==> src/rtl/wb_master_engine.sv <==
// wb_master_engine: Wishbone classic-cycle master with a command FIFO.
// Commands are buffered, issued one bus cycle at a time, and each cycle
// produces exactly one response (data, slave error or ack timeout).
//
// Ports:
//   wb_clk_i, wb_rst_i            clock, synchronous active-high reset
//   cmd_valid/cmd_ready           command push handshake (ready = FIFO not full)
//   cmd_we/adr/dat/sel            command payload
//   cmd_level                     FIFO occupancy, 0..DEPTH
//   rsp_valid/rsp_ready           response handshake
//   rsp_dat/rsp_err/rsp_timeout   response payload
//   wb_adr_o..wb_cyc_o            registered bus request
//   wb_dat_i/wb_ack_i/wb_err_i    slave response
module wb_master_engine #(
    parameter int unsigned AW      = 8,
    parameter int unsigned DW      = 32,
    parameter int unsigned DEPTH   = 4,
    parameter int unsigned TIMEOUT = 16
) (
    input  logic                     wb_clk_i,
    input  logic                     wb_rst_i,
    input  logic                     cmd_valid,
    output logic                     cmd_ready,
    input  logic                     cmd_we,
    input  logic [AW-1:0]            cmd_adr,
    input  logic [DW-1:0]            cmd_dat,
    input  logic [DW/8-1:0]          cmd_sel,
    output logic [$clog2(DEPTH):0]   cmd_level,
    output logic                     rsp_valid,
    input  logic                     rsp_ready,
    output logic [DW-1:0]            rsp_dat,
    output logic                     rsp_err,
    output logic                     rsp_timeout,
    output logic [AW-1:0]            wb_adr_o,
    output logic [DW-1:0]            wb_dat_o,
    output logic [DW/8-1:0]          wb_sel_o,
    output logic                     wb_we_o,
    output logic                     wb_stb_o,
    output logic                     wb_cyc_o,
    input  logic [DW-1:0]            wb_dat_i,
    input  logic                     wb_ack_i,
    input  logic                     wb_err_i
);

    localparam int unsigned SW = DW / 8;
    localparam int unsigned PW = $clog2(DEPTH);
    localparam int unsigned LW = PW + 1;
    localparam int unsigned CW = $clog2(TIMEOUT);

    typedef enum logic [1:0] {
        ST_IDLE = 2'd0,
        ST_BUS  = 2'd1,
        ST_RESP = 2'd2
    } state_t;

    state_t           state, state_nxt;
    logic [CW-1:0]    cnt, cnt_nxt;

    logic [AW-1:0]    fifo_adr [DEPTH];
    logic [DW-1:0]    fifo_dat [DEPTH];
    logic [SW-1:0]    fifo_sel [DEPTH];
    logic             fifo_we  [DEPTH];
    logic [PW-1:0]    wr_ptr, rd_ptr;

    logic             push, pop;

    logic [AW-1:0]    adr_nxt;
    logic [DW-1:0]    dat_nxt;
    logic [SW-1:0]    sel_nxt;
    logic             we_nxt, stb_nxt, cyc_nxt;
    logic             rsp_valid_nxt, rsp_err_nxt, rsp_to_nxt;
    logic [DW-1:0]    rsp_dat_nxt;

    // FIFO full flag straight from the occupancy counter
    assign cmd_ready = (cmd_level != LW'(DEPTH));
    assign push      = cmd_valid && cmd_ready;

    // Command storage; payload needs no reset
    always_ff @(posedge wb_clk_i) begin
        if (push) begin
            fifo_adr[wr_ptr] <= cmd_adr;
            fifo_dat[wr_ptr] <= cmd_dat;
            fifo_sel[wr_ptr] <= cmd_sel;
            fifo_we[wr_ptr]  <= cmd_we;
        end
    end

    // FIFO pointers and occupancy; pointers wrap naturally at DEPTH
    always_ff @(posedge wb_clk_i) begin
        if (wb_rst_i) begin
            wr_ptr    <= '0;
            rd_ptr    <= '0;
            cmd_level <= '0;
        end else begin
            if (push) wr_ptr <= wr_ptr + PW'(1);
            if (pop)  rd_ptr <= rd_ptr + PW'(1);
            case ({push, pop})
                2'b10:   cmd_level <= cmd_level + LW'(1);
                2'b01:   cmd_level <= cmd_level - LW'(1);
                default: cmd_level <= cmd_level;
            endcase
        end
    end

    // State and registered outputs
    always_ff @(posedge wb_clk_i) begin
        if (wb_rst_i) begin
            state       <= ST_IDLE;
            cnt         <= '0;
            wb_adr_o    <= '0;
            wb_dat_o    <= '0;
            wb_sel_o    <= '0;
            wb_we_o     <= 1'b0;
            wb_stb_o    <= 1'b0;
            wb_cyc_o    <= 1'b0;
            rsp_valid   <= 1'b0;
            rsp_err     <= 1'b0;
            rsp_timeout <= 1'b0;
            rsp_dat     <= '0;
        end else begin
            state       <= state_nxt;
            cnt         <= cnt_nxt;
            wb_adr_o    <= adr_nxt;
            wb_dat_o    <= dat_nxt;
            wb_sel_o    <= sel_nxt;
            wb_we_o     <= we_nxt;
            wb_stb_o    <= stb_nxt;
            wb_cyc_o    <= cyc_nxt;
            rsp_valid   <= rsp_valid_nxt;
            rsp_err     <= rsp_err_nxt;
            rsp_timeout <= rsp_to_nxt;
            rsp_dat     <= rsp_dat_nxt;
        end
    end

    // Next-state and next-output logic; everything holds unless changed
    always_comb begin
        state_nxt     = state;
        cnt_nxt       = cnt;
        pop           = 1'b0;
        adr_nxt       = wb_adr_o;
        dat_nxt       = wb_dat_o;
        sel_nxt       = wb_sel_o;
        we_nxt        = wb_we_o;
        stb_nxt       = wb_stb_o;
        cyc_nxt       = wb_cyc_o;
        rsp_valid_nxt = rsp_valid;
        rsp_err_nxt   = rsp_err;
        rsp_to_nxt    = rsp_timeout;
        rsp_dat_nxt   = rsp_dat;

        case (state)
            ST_IDLE: begin
                if (cmd_level != '0) begin
                    pop       = 1'b1;
                    adr_nxt   = fifo_adr[rd_ptr];
                    dat_nxt   = fifo_dat[rd_ptr];
                    sel_nxt   = fifo_sel[rd_ptr];
                    we_nxt    = fifo_we[rd_ptr];
                    cyc_nxt   = 1'b1;
                    stb_nxt   = 1'b1;
                    cnt_nxt   = '0;
                    state_nxt = ST_BUS;
                end
            end

            ST_BUS: begin
                // err outranks a simultaneous ack
                if (wb_err_i) begin
                    cyc_nxt       = 1'b0;
                    stb_nxt       = 1'b0;
                    rsp_valid_nxt = 1'b1;
                    rsp_err_nxt   = 1'b1;
                    rsp_to_nxt    = 1'b0;
                    rsp_dat_nxt   = '0;
                    state_nxt     = ST_RESP;
                end else if (wb_ack_i) begin
                    cyc_nxt       = 1'b0;
                    stb_nxt       = 1'b0;
                    rsp_valid_nxt = 1'b1;
                    rsp_err_nxt   = 1'b0;
                    rsp_to_nxt    = 1'b0;
                    rsp_dat_nxt   = wb_we_o ? '0 : wb_dat_i;
                    state_nxt     = ST_RESP;
                end else if (cnt == CW'(TIMEOUT - 1)) begin
                    cyc_nxt       = 1'b0;
                    stb_nxt       = 1'b0;
                    rsp_valid_nxt = 1'b1;
                    rsp_err_nxt   = 1'b1;
                    rsp_to_nxt    = 1'b1;
                    rsp_dat_nxt   = '0;
                    state_nxt     = ST_RESP;
                end else begin
                    cnt_nxt = cnt + CW'(1);
                end
            end

            ST_RESP: begin
                if (rsp_ready) begin
                    rsp_valid_nxt = 1'b0;
                    state_nxt     = ST_IDLE;
                end
            end

            default: begin
                state_nxt = ST_IDLE;
            end
        endcase
    end

endmodule

==> config.mk <==
export PLATFORM = sky130hd
export DESIGN_NAME = wb_master_engine
export DESIGN_NICKNAME = d
export VERILOG_FILES = /design/src/rtl/wb_master_engine.sv
export SDC_FILE = /design/constraint.sdc
export NUM_CORES = 1
export LEC_CHECK = 0
export BUFFER_PORTS_ARGS = -buffer_cell sky130_fd_sc_hd__buf_2
export CAP_MARGIN = 20
export CORE_ASPECT_RATIO = 0.75
export CORE_MARGIN = 3
export CORE_UTILIZATION = 54
export DETAILED_ROUTE_END_ITERATION = 6
export GPL_ROUTABILITY_DRIVEN = 0
export PLACE_DENSITY = 0.79
export SYNTH_ARGS = -nofsm -noshare
export SYNTH_HDL_FRONTEND = slang
export SYNTH_SLANG_ARGS = --single-unit
==> constraint.sdc <==
create_clock -name wb_clk_i -period 4.4 [get_ports wb_clk_i]
set_clock_uncertainty 0.1 [all_clocks]
set_input_delay 0.66 -clock wb_clk_i [delete_from_list [all_inputs] [get_ports wb_clk_i]]
set_output_delay 0.66 -clock wb_clk_i [all_outputs]
set_load 0.05 [all_outputs]
Yosys cells after proc, flatten, opt, wreduce, memory -nomap -nowiden
Memories as Yosys holds them, arrays and structs flattened. A register that Yosys moved wholly into a read port is not among the register bits.
Index checks and enable logic that the tools add are counted.
W data, S select, Z words.
{"block": "word_totals", "ramBits": 180, "mem_count": 4, "inputBits": 83, "ff_bits": 49, "output_inout_bits": 86}
{"block": "classes", "addsub": 5, "eq_ne": 12, "reduce_logical": 13, "muxes": 33}
{"memory": "fifo_dat", "depth": 4, "word_bits": 32, "read_ports": 1, "rd_clocked_by_memory_dff": 1, "write_ports": 1, "line_no": "60", "text": "logic [DW-1:0] fifo_dat [DEPTH];"}
{"memory": "fifo_adr", "depth": 4, "word_bits": 8, "read_ports": 1, "rd_clocked_by_memory_dff": 1, "write_ports": 1, "line_no": "59", "text": "logic [AW-1:0] fifo_adr [DEPTH];"}
{"memory": "fifo_sel", "depth": 4, "word_bits": 4, "read_ports": 1, "rd_clocked_by_memory_dff": 1, "write_ports": 1, "line_no": "61", "text": "logic [SW-1:0] fifo_sel [DEPTH];"}
{"memory": "fifo_we", "depth": 4, "word_bits": 1, "read_ports": 1, "rd_clocked_by_memory_dff": 1, "write_ports": 1, "line_no": "62", "text": "logic fifo_we [DEPTH];"}
{"op": "$mux W32", "n": 4}
{"op": "$mux W4", "n": 4}
{"op": "$mux W1", "n": 15}
{"op": "$mux W2", "n": 5}
{"op": "$ne A2 B2 Y1 const B", "n": 5}
{"op": "$reduce_and A3 Y1", "n": 3}
{"op": "$pmux W4 S2", "n": 1}
{"op": "$pmux W2 S3", "n": 1}
{"op": "$pmux W3 S2", "n": 1}
{"op": "$reduce_bool A2 Y1", "n": 3}
{"op": "$reduce_bool A3 Y1", "n": 2}
{"op": "$reduce_and A5 Y1", "n": 1}
{"op": "$add A2 B1 Y2 const B", "n": 2}
{"op": "$add A4 B1 Y4 const B", "n": 1}
{"op": "$eq A2 B1 Y1 const B", "n": 2}
{"op": "$eq A2 B2 Y1 const B", "n": 2}
{"op": "$eq A4 B4 Y1 const B", "n": 1}
{"op": "$ne A4 B4 Y1 const B", "n": 1}
{"op": "$pmux W1 S2", "n": 2}
{"op": "$reduce_and A2 Y1", "n": 2}
{"op": "$add A3 B1 Y3 const B", "n": 1}
{"op": "$ne A3 B3 Y1 const B", "n": 1}
{"op": "$sub A3 B1 Y3 const B", "n": 1}
{"op": "$logic_not A2 Y1", "n": 1}
{"op": "$logic_and A1 B1 Y1", "n": 1}

Logic depth before layout (Yosys ltp)
Gate-level depths: netlist (run 1).
{"block": "logic_depth", "ltp_word": 5, "mapped_depth": 11, "ltp_nobuf": 10}

Worst setup path before layout (run 1)
OpenSTA, ideal clock, no wires.
{"block": "synth_timing", "kind": "reg2reg", "start": "reg cmd_level[2]", "end": "reg cmd_level[2]", "synth_period_minus_slack_ps": 3046, "arrival_ps": 2875, "stages_incl_launch_ff": 10, "t_required_ps": 4229, "setup_ps": 71, "slack_ps": 1354, "path_buffers": 0, "path_cell_list": "dfxtp_1 or3b_1 and2_4 inv_1 ha_1 inv_1 fa_1 xor2_1 or3_1 a21oi_1"}
{"item": "start, declared", "line_no": "28", "text": "output logic [$clog2(DEPTH):0] cmd_level,"}
{"item": "start signal, assigned", "line_no": "98", "text": "2'b10: cmd_level <= cmd_level + LW'(1);"}
{"item": "start signal, assigned", "line_no": "99", "text": "2'b01: cmd_level <= cmd_level - LW'(1);"}
{"item": "start signal, assigned", "line_no": "100", "text": "default: cmd_level <= cmd_level;"}
{"item": "$ne A3 B3 Y1 *", "line_no": "75", "text": "assign cmd_ready = (cmd_level != LW'(DEPTH));"}
{"item": "via cmd_ready", "line_no": "23", "text": "output logic cmd_ready,"}
{"item": "$logic_and A1 B1 Y1 *", "line_no": "76", "text": "assign push = cmd_valid && cmd_ready;"}
{"item": "$eq A2 B1 Y1 / $eq A2 B2 Y1 (equally long branches)", "line_no": "97", "text": "case ({push, pop})"}
{"item": "$pmux W3 S2 / $reduce_bool A2 Y1 (equally long branches)"}
Mark *: on every way through the listed nets, which the timed path passes. The rest lies on a longest branch.
A chain may end at the register's enable or synchronous reset.

Worst setup path in the final report (run 1)
{"block": "layout_timing", "start": "reg cmd_level[2]", "end": "reg cmd_level[2]"}
{"block": "layout_via", "elab_chain_len": 5}
{"item": "$reduce_bool A3 Y1", "line_no": "154", "text": "if (cmd_level != '0) begin"}
{"item": "$mux W1", "line_no": "154"}
{"item": "$mux W1", "line_no": "152", "text": "case (state)"}
{"item": "$eq A2 B1 Y1 / $eq A2 B2 Y1 (equally long branches)", "line_no": "97"}
{"item": "$pmux W3 S2 / $reduce_bool A2 Y1 (equally long branches)"}
Several ways; a longest one is shown, not always the timed one.

==> metrics.cfg, run 1 <==
[run_status]
status=complete, no violations

[routing]
ant_nets=0
drtIter0Drc=401
vias=6040
drcViolationCount=0
routed_wl_um=20700
vias_per_cell=5.46
post_drt_wl_per_cell_um=18.7
dr.pass1.iters=4

[cts]
post_cts_buffers=0
cts.clk_slew.worst_paths_ns=0.07
post_cts_resized=0
cts_buffer_depth=3
clkLatencyLatePin_ns=0.51
cts.sinks=274
cts_tree=done
hold_buffers=0
numCtsBuffers=25
htreeDepth=1
cts_root_buffer=clkbuf_16

[cells_and_area]
syn2layout_area_growth_pct=18.3
final_nets=939
fin_util_pct=66.6
fin_area_um2=12000
antenna_cells=0
drive_above_1_share_pct=31.7

[synthesis]
synth.avg_cell_area_um2=14.9
synth_top_area_cell=edfxtp_1
async_flop_share_pct=0
ys_ff_latch=274
synth_cells=684
synthTopCellsByArea=edfxtp_1 53%, dfxtp_1 18%, mux4_2 10%
ys_warn_count=0
syn_area_um2=10200
ys_seq_area_share_pct=71.6
synth.top_cell.area_share_pct=53.1
synth.net_count=778
yosysUniqueCellTypes=44
synth_edf_count=180
ys.flop_type=edfxtp_1

[critical_path]
worst_setup_path_end_kind=register
path_max_fanout=6
crit_type=register to register
arrival_ns=2.96
r2r_slack_ns=1.77
r2r-start=cmd_level[2]
crit_path_start_kind=register
reg2regPathDepth=9
rr_endpoint=cmd_level[2]
worstPathRequired_ns=4.73

[timing]
slew_viol_final=0
timing.setup.tns_ns=0
slew-limit-headroom_pct=31.4
period_minus_slack_ns=2.63
rsz0062_at_grt=false
max_slew.worst_pin.slew_ns=1.03
fmax_mhz=380
hold_violations=0
finalSetupViolations=0
whs_ns=0.255
finalCritPeriodShare_pct=59.8

[placed_design]
dpl.hpwl_um=12600
placed_area_um2=11200
port_buffers=168

[global_routing]
grt_pass1_wl_um=32500
gr-total-overflow=0
grt_max_degree=96
antenna_found_initial=3
grt_pass1_vias=5984
grt_usage_pct=20.0

[hold_path]
hold_path_class=input port to register
holdPathEnd=fifo_adr[3][6]
worstHoldPathCells=1
hold_path.startpoint=cmd_adr[6]

[run]
drv_cap=0

[die]
die_area_um2=20500
core-area_um2=18100
start_util_pct=56.3
io_pins=169
chipHeight_um=125
row_count=42
dieWidth_um=164

[power]
ir_worst_vdd_mv=0.619
finalPower_mw=8.15
p_per_area_nw_per_um2=678
cellLeakagePower_nw=4.38

-- placed cells by master, fill, tap and decap left out, drive strengths merged, types with 5 or more instances in the layout --
master,instances
nand2,126
inv,13
nand3,37
clkbuf,33
and3,5
dfxtp,94
clkinv,7
edfxtp,180
ha,10
nor2,13
mux4,45
buf,176
a21oi,85
-- area by class of cell --
class	count	area (um2)
Sequential cell	274	7290
Clock inverter	13	168
Tap cell	242	303
Multi-Input combinational cell	356	2650
Clock buffer	33	666
Timing Repair Buffer	176	911
Inverter	12	45.0
Fill cell	1271	6040
-- metal layers --
metal / global-route usage, % / part of all wire (%) / vias to the layer above
li1: - / - / 2855
met1: 28.0 / 44 / 2971
met2: 33.1 / 48 / 175
met3: 3.96 / 6.2 / 33
met4: 4.09 / 1.7 / 6
met5: 0 / 0.23 / -
-- worst max-delay path, stage by stage, from the launching register on --
cell	delay, ns
dfxtp_1	0.46
or3b_1	0.47
and2_4	0.21
inv_1	0.07
ha_1	0.18
inv_1	0.06
fa_1	0.38
xor2_1	0.16
or3_1	0.31
a21oi_1	0.15
-- logic make-up (layout without fill, tap and decap cells) --
| group | count (synthesis) | count (layout) | share of synthesized area [%] |
|---|---|---|---|
| adders and majority gates | 11 | 11 | 1.43 |
| AOI/OAI and AO/OA | 99 | 99 | 5.52 |
| buffers and inverters | 54 | 234 | 2.42 |
| DFF | 274 | 274 | 71.6 |
| and+or+nand+nor | 194 | 194 | 8.40 |
| xor gates and xnor gates | 5 | 5 | 0.431 |
| muxes | 47 | 47 | 10.2 |
-- per-stage QoR --
step / cells / setup slack [ns]
after floorplan: 684 / 1.35
after global placement: 1059 / 1.90
after detailed placement: 1060 / 1.79
after CTS: 1106 / 1.76
after global routing: 1106 / 1.61
final: 1106 / 1.77
-- synth_stat cells (all sizes together) (2+ instances only) --
library cell,instances
edfxtp,180
nand2,126
dfxtp,94
a21oi,85
mux4,45
nand3,37
buf,25
clkbuf,17
nor2,13
inv,12
ha,10
and3,5
o21ai,4
o31ai,3
xor2,3
a311oi,2
and2,2
mux2i,2
nor3b,2
or3,2
xnor2,2
-- flip-flops by register name, summed over array words and instances, names as in the netlist --
name,flops
state,2
rsp_err,1
rsp_timeout,1
wb_adr_o,8
wb_sel_o,4
fifo_we,4
fifo_adr,32
wb_dat_o,32
cnt,4
rd_ptr,2
wb_cyc_o,1
fifo_dat,128
wb_we_o,1
rsp_dat,32
wr_ptr,2
cmd_level,3
fifo_sel,16
rsp_valid,1
-- worst max path at each step --
stage | start | to | slack, ns
2_1_floorplan | cmd_level[2] | cmd_level[2] | 1.35
3_3_place_gp | cmd_level[2] | cmd_level[2] | 1.90
3_5_place_dp | cmd_level[2] | cmd_level[2] | 1.79
4_1_cts | cmd_level[2] | cmd_level[2] | 1.76
5_1_grt | cmd_level[2] | cmd_level[2] | 1.61
6_report | cmd_level[2] | cmd_level[2] | 1.77
-- power breakdown --
group          switching [mW]  internal (mW)  leakage, nW  total (mW)
Sequential              0.267           3.16         2.42        3.43
Clock                   0.895           1.30        0.405        2.20
Combinational            1.77          0.752         1.56        2.53
No activity file was read; power rests on OpenSTA's default activity.
==> run 2: changes to the inputs <==
ABC_AREA = 1   (was unset)
clock period = 2.6 ns   (was 4.4 ns; I/O delays follow)
==> run 2 against run 1 <==
Die area rose by 3.9%. Synthesized area is 4.1% higher. Flip-flop and latch count unchanged. Clock-buffer cell count did not move. Largest power group unchanged. Total power rose by 79%. Highest routed layer is now met4. Global-route usage increased by 1.4 points. Synthesized cell count rose by 33%.
==> metrics.cfg, run 2 <==
[routing]
routed_wl_um=23500  ; +13%
ant_nets=0  ; unchanged
vias_per_cell=5.43  ; -0.48%
dr.pass1.iters=5  ; +1
drcViolationCount=0  ; unchanged
drtIter0Drc=684  ; +71%
vias=7402  ; +23%
post_drt_wl_per_cell_um=17.2  ; -7.9%

[power]
pwr-share-clk_pct=24.8  ; -2.1 points
comb_power_share_pct=35.5  ; +4.5 points
swShare_pct=39.4  ; +3.4 points
power.internal_mw=8.82  ; +69%
power_switching_mw=5.74  ; +96%
ir_worst_vdd_mv=1.25  ; +100%
pwr-share-seq_pct=39.7  ; -2.4 points
cellLeakagePower_nw=4.79  ; +9.4%
p_per_area_nw_per_um2=1140  ; +68%

[critical_path]
max_stage_delay_ns=0.39  ; -0.08 ns
cp_num_buf_inv=1  ; -1
worst_setup_path_end_kind=register
crit_path_cell_trace=nor2_2 > nand2_2 > nand2_2 > ha_1 > inv_1 > fa_1 > a21oi_1 > o21ai_0 > o21ai_0 > a21oi_1
cpLargestDelayFamily=adder cells
path_max_fanout=9  ; +3
crit_type=register to register
crit_path_start_kind=register
arrival_ns=2.47  ; -0.49 ns
cp_slowest_cell=fa_1
worstPathRequired_ns=2.90  ; -1.83 ns

[timing]
max_slew.worst_pin.slew_ns=0.824  ; -0.205 ns
finalSetupViolations=0  ; unchanged
timing.setup.tns_ns=0  ; unchanged
fmax_mhz=460  ; +21%
finalCritPeriodShare_pct=83.7  ; +24 points
hold_violations=0  ; unchanged
slew_viol_final=0  ; unchanged
slew-limit-headroom_pct=45.0  ; +14 points
rsz0062_at_grt=false
period_minus_slack_ns=2.18  ; -0.454 ns

[cells_and_area]
layout_common_cells=200 x nor2_1, 180 x edfxtp_1, 168 x buf_2, 96 x o21ai_0, 91 x dfxtp_1
antenna_cells=0  ; unchanged
final_common_cell=nor2_1
fin_util_pct=67.8  ; +1.3 points
syn2layout_area_growth_pct=20.7
final_nets=1191  ; +27%
regMostFlops=fifo_dat
drive_above_1_share_pct=26.6  ; -5.1 points
largest_reg_flops=128  ; unchanged

[cts]
cts.clk_slew.worst_paths_ns=0.06  ; about the same
cts_tree=done
cts_buffer_depth=3  ; unchanged
cts_root_buffer=clkbuf_16
post_cts_buffers=0  ; unchanged
cts.sinks=274  ; unchanged
post_cts_resized=0  ; unchanged
numCtsBuffers=25  ; unchanged
clkLatencyLatePin_ns=0.51  ; about the same
htreeDepth=1  ; unchanged

[die]
row_count=43  ; +2.4%
start_util_pct=56.2  ; -0.058 points
dieWidth_um=168  ; +1.9%
io_pins=169  ; unchanged
die_area_um2=21300  ; +3.9%
core-area_um2=18800  ; +4.2%
chipHeight_um=127  ; +1.9%

[synthesis]
synth.top_cell.area_share_pct=51.1  ; -2.1 points
syn_area_um2=10600  ; +4.1%
synth_cells=908  ; +33%
ys.flop_type=edfxtp_1
yosysUniqueCellTypes=30  ; -32%
synth.net_count=1002  ; +29%
synth_edf_count=180  ; unchanged
synth.most_common_cell=nor2_1
ys_seq_area_share_pct=68.8  ; -2.8 points
synth_top_area_cell=edfxtp_1
synthTopCellsByArea=edfxtp_1 51%, dfxtp_1 18%, nor2_1 7.2%
synth.avg_cell_area_um2=11.7  ; -22%
ys_warn_count=0  ; unchanged
synth_commonest_cells=204 x nor2_1, 180 x edfxtp_1, 96 x o21ai_0, 94 x dfxtp_1, 51 x o21ai_1
ys_ff_latch=274  ; unchanged
async_flop_share_pct=0  ; unchanged

[global_routing]
grt_pass1_vias=7021  ; +17%
gr-total-overflow=0  ; unchanged
grt_max_degree=48  ; -50%
grt_pass1_wl_um=36600  ; +13%
grt_usage_pct=21.4  ; +1.4 points
antenna_found_initial=0  ; -3

[placed_design]
port_buffers=168  ; unchanged
dpl.hpwl_um=13600  ; +8.0%

[hold_path]
hold_path_class=input port to register

[run_status]
status=complete, no violations

[run]
drv_cap=0  ; unchanged

==> run 2: layout make-up <==
type,count,area (um2)
clock inverters,12,135
flip-flops and latches,274,7290
inverters,26,105
fillers,1393,6060
multi-input cells,550,2890
repair buffers,220,1380
clock buffers,33,666
well taps,247,309
==> run 2: final timing paths <==
path | startpoint | to | slack [ns] | cells past startpoint
max | cmd_level[0] | cmd_level[2] | 0.42 | 10
min | cmd_adr[0] | fifo_adr[1][0] | 0.01 | 1
min reg2reg | rsp_valid | rsp_valid | 0.36 | 2
max reg2reg | cmd_level[0] | cmd_level[2] | 0.42 | 10
==> run 2: repair_timing <==
item	4_1_cts	5_1_grt
hold buffers	35	0
endpoints found under the setup margin	0	0
endpoints found under the hold margin	138	0
==> run 2: cell families (layout without fill, tap and decap cells) <==
family | count (synthesis) | count (layout) | synth area share [%]
and+or+nand+nor | 304 | 304 | 12.9
DFF | 274 | 274 | 68.8
AOI/OAI and AO/OA | 235 | 235 | 12.6
buffers and inverters | 84 | 291 | 4.28
adders and majority gates | 11 | 11 | 1.37
==> run 2: power groups by stage <==
stage                     clock network, mW  registers (mW)  logic (mW)
after global placement                    0            5.85        5.01
after floorplan                           0            7.28        2.52
after detailed placement                  0            5.87        5.07
final                                  3.61            5.79        5.17
after global routing                   3.86            5.87        5.59
after CTS                              3.66            5.79        5.16
==> run 2: stage by stage <==
| step | cell area, um2 | hold WS (ns) | power (mW) | cells | worst slack (ns) |
|---|---|---|---|---|---|
| 5_1_grt | 12800 | 0.0000424 | 15.3 | 1362 | 0.287 |
| 3_5_place_dp | 11600 | 0.354 | 10.9 | 1282 | 0.443 |
| 2_1_floorplan | 10600 | 0.358 | 9.80 | 908 | 0.102 |
| 3_3_place_gp | 11600 | 0.348 | 10.9 | 1282 | 0.503 |
| 6_report | 12800 | 0.0111 | 14.6 | 1362 | 0.425 |
| 4_1_cts | 12800 | 0.00224 | 14.6 | 1362 | 0.430 |
==> run 2: routing by layer <==
metal  up-vias  track usage [%]  share of wire [%]
li1       3566                -                  -
met1      3539             30.7                 44
met2       246             34.3                 47
met3        51             3.46                6.6
met4         0             6.45                2.7
met5         -                0                  0
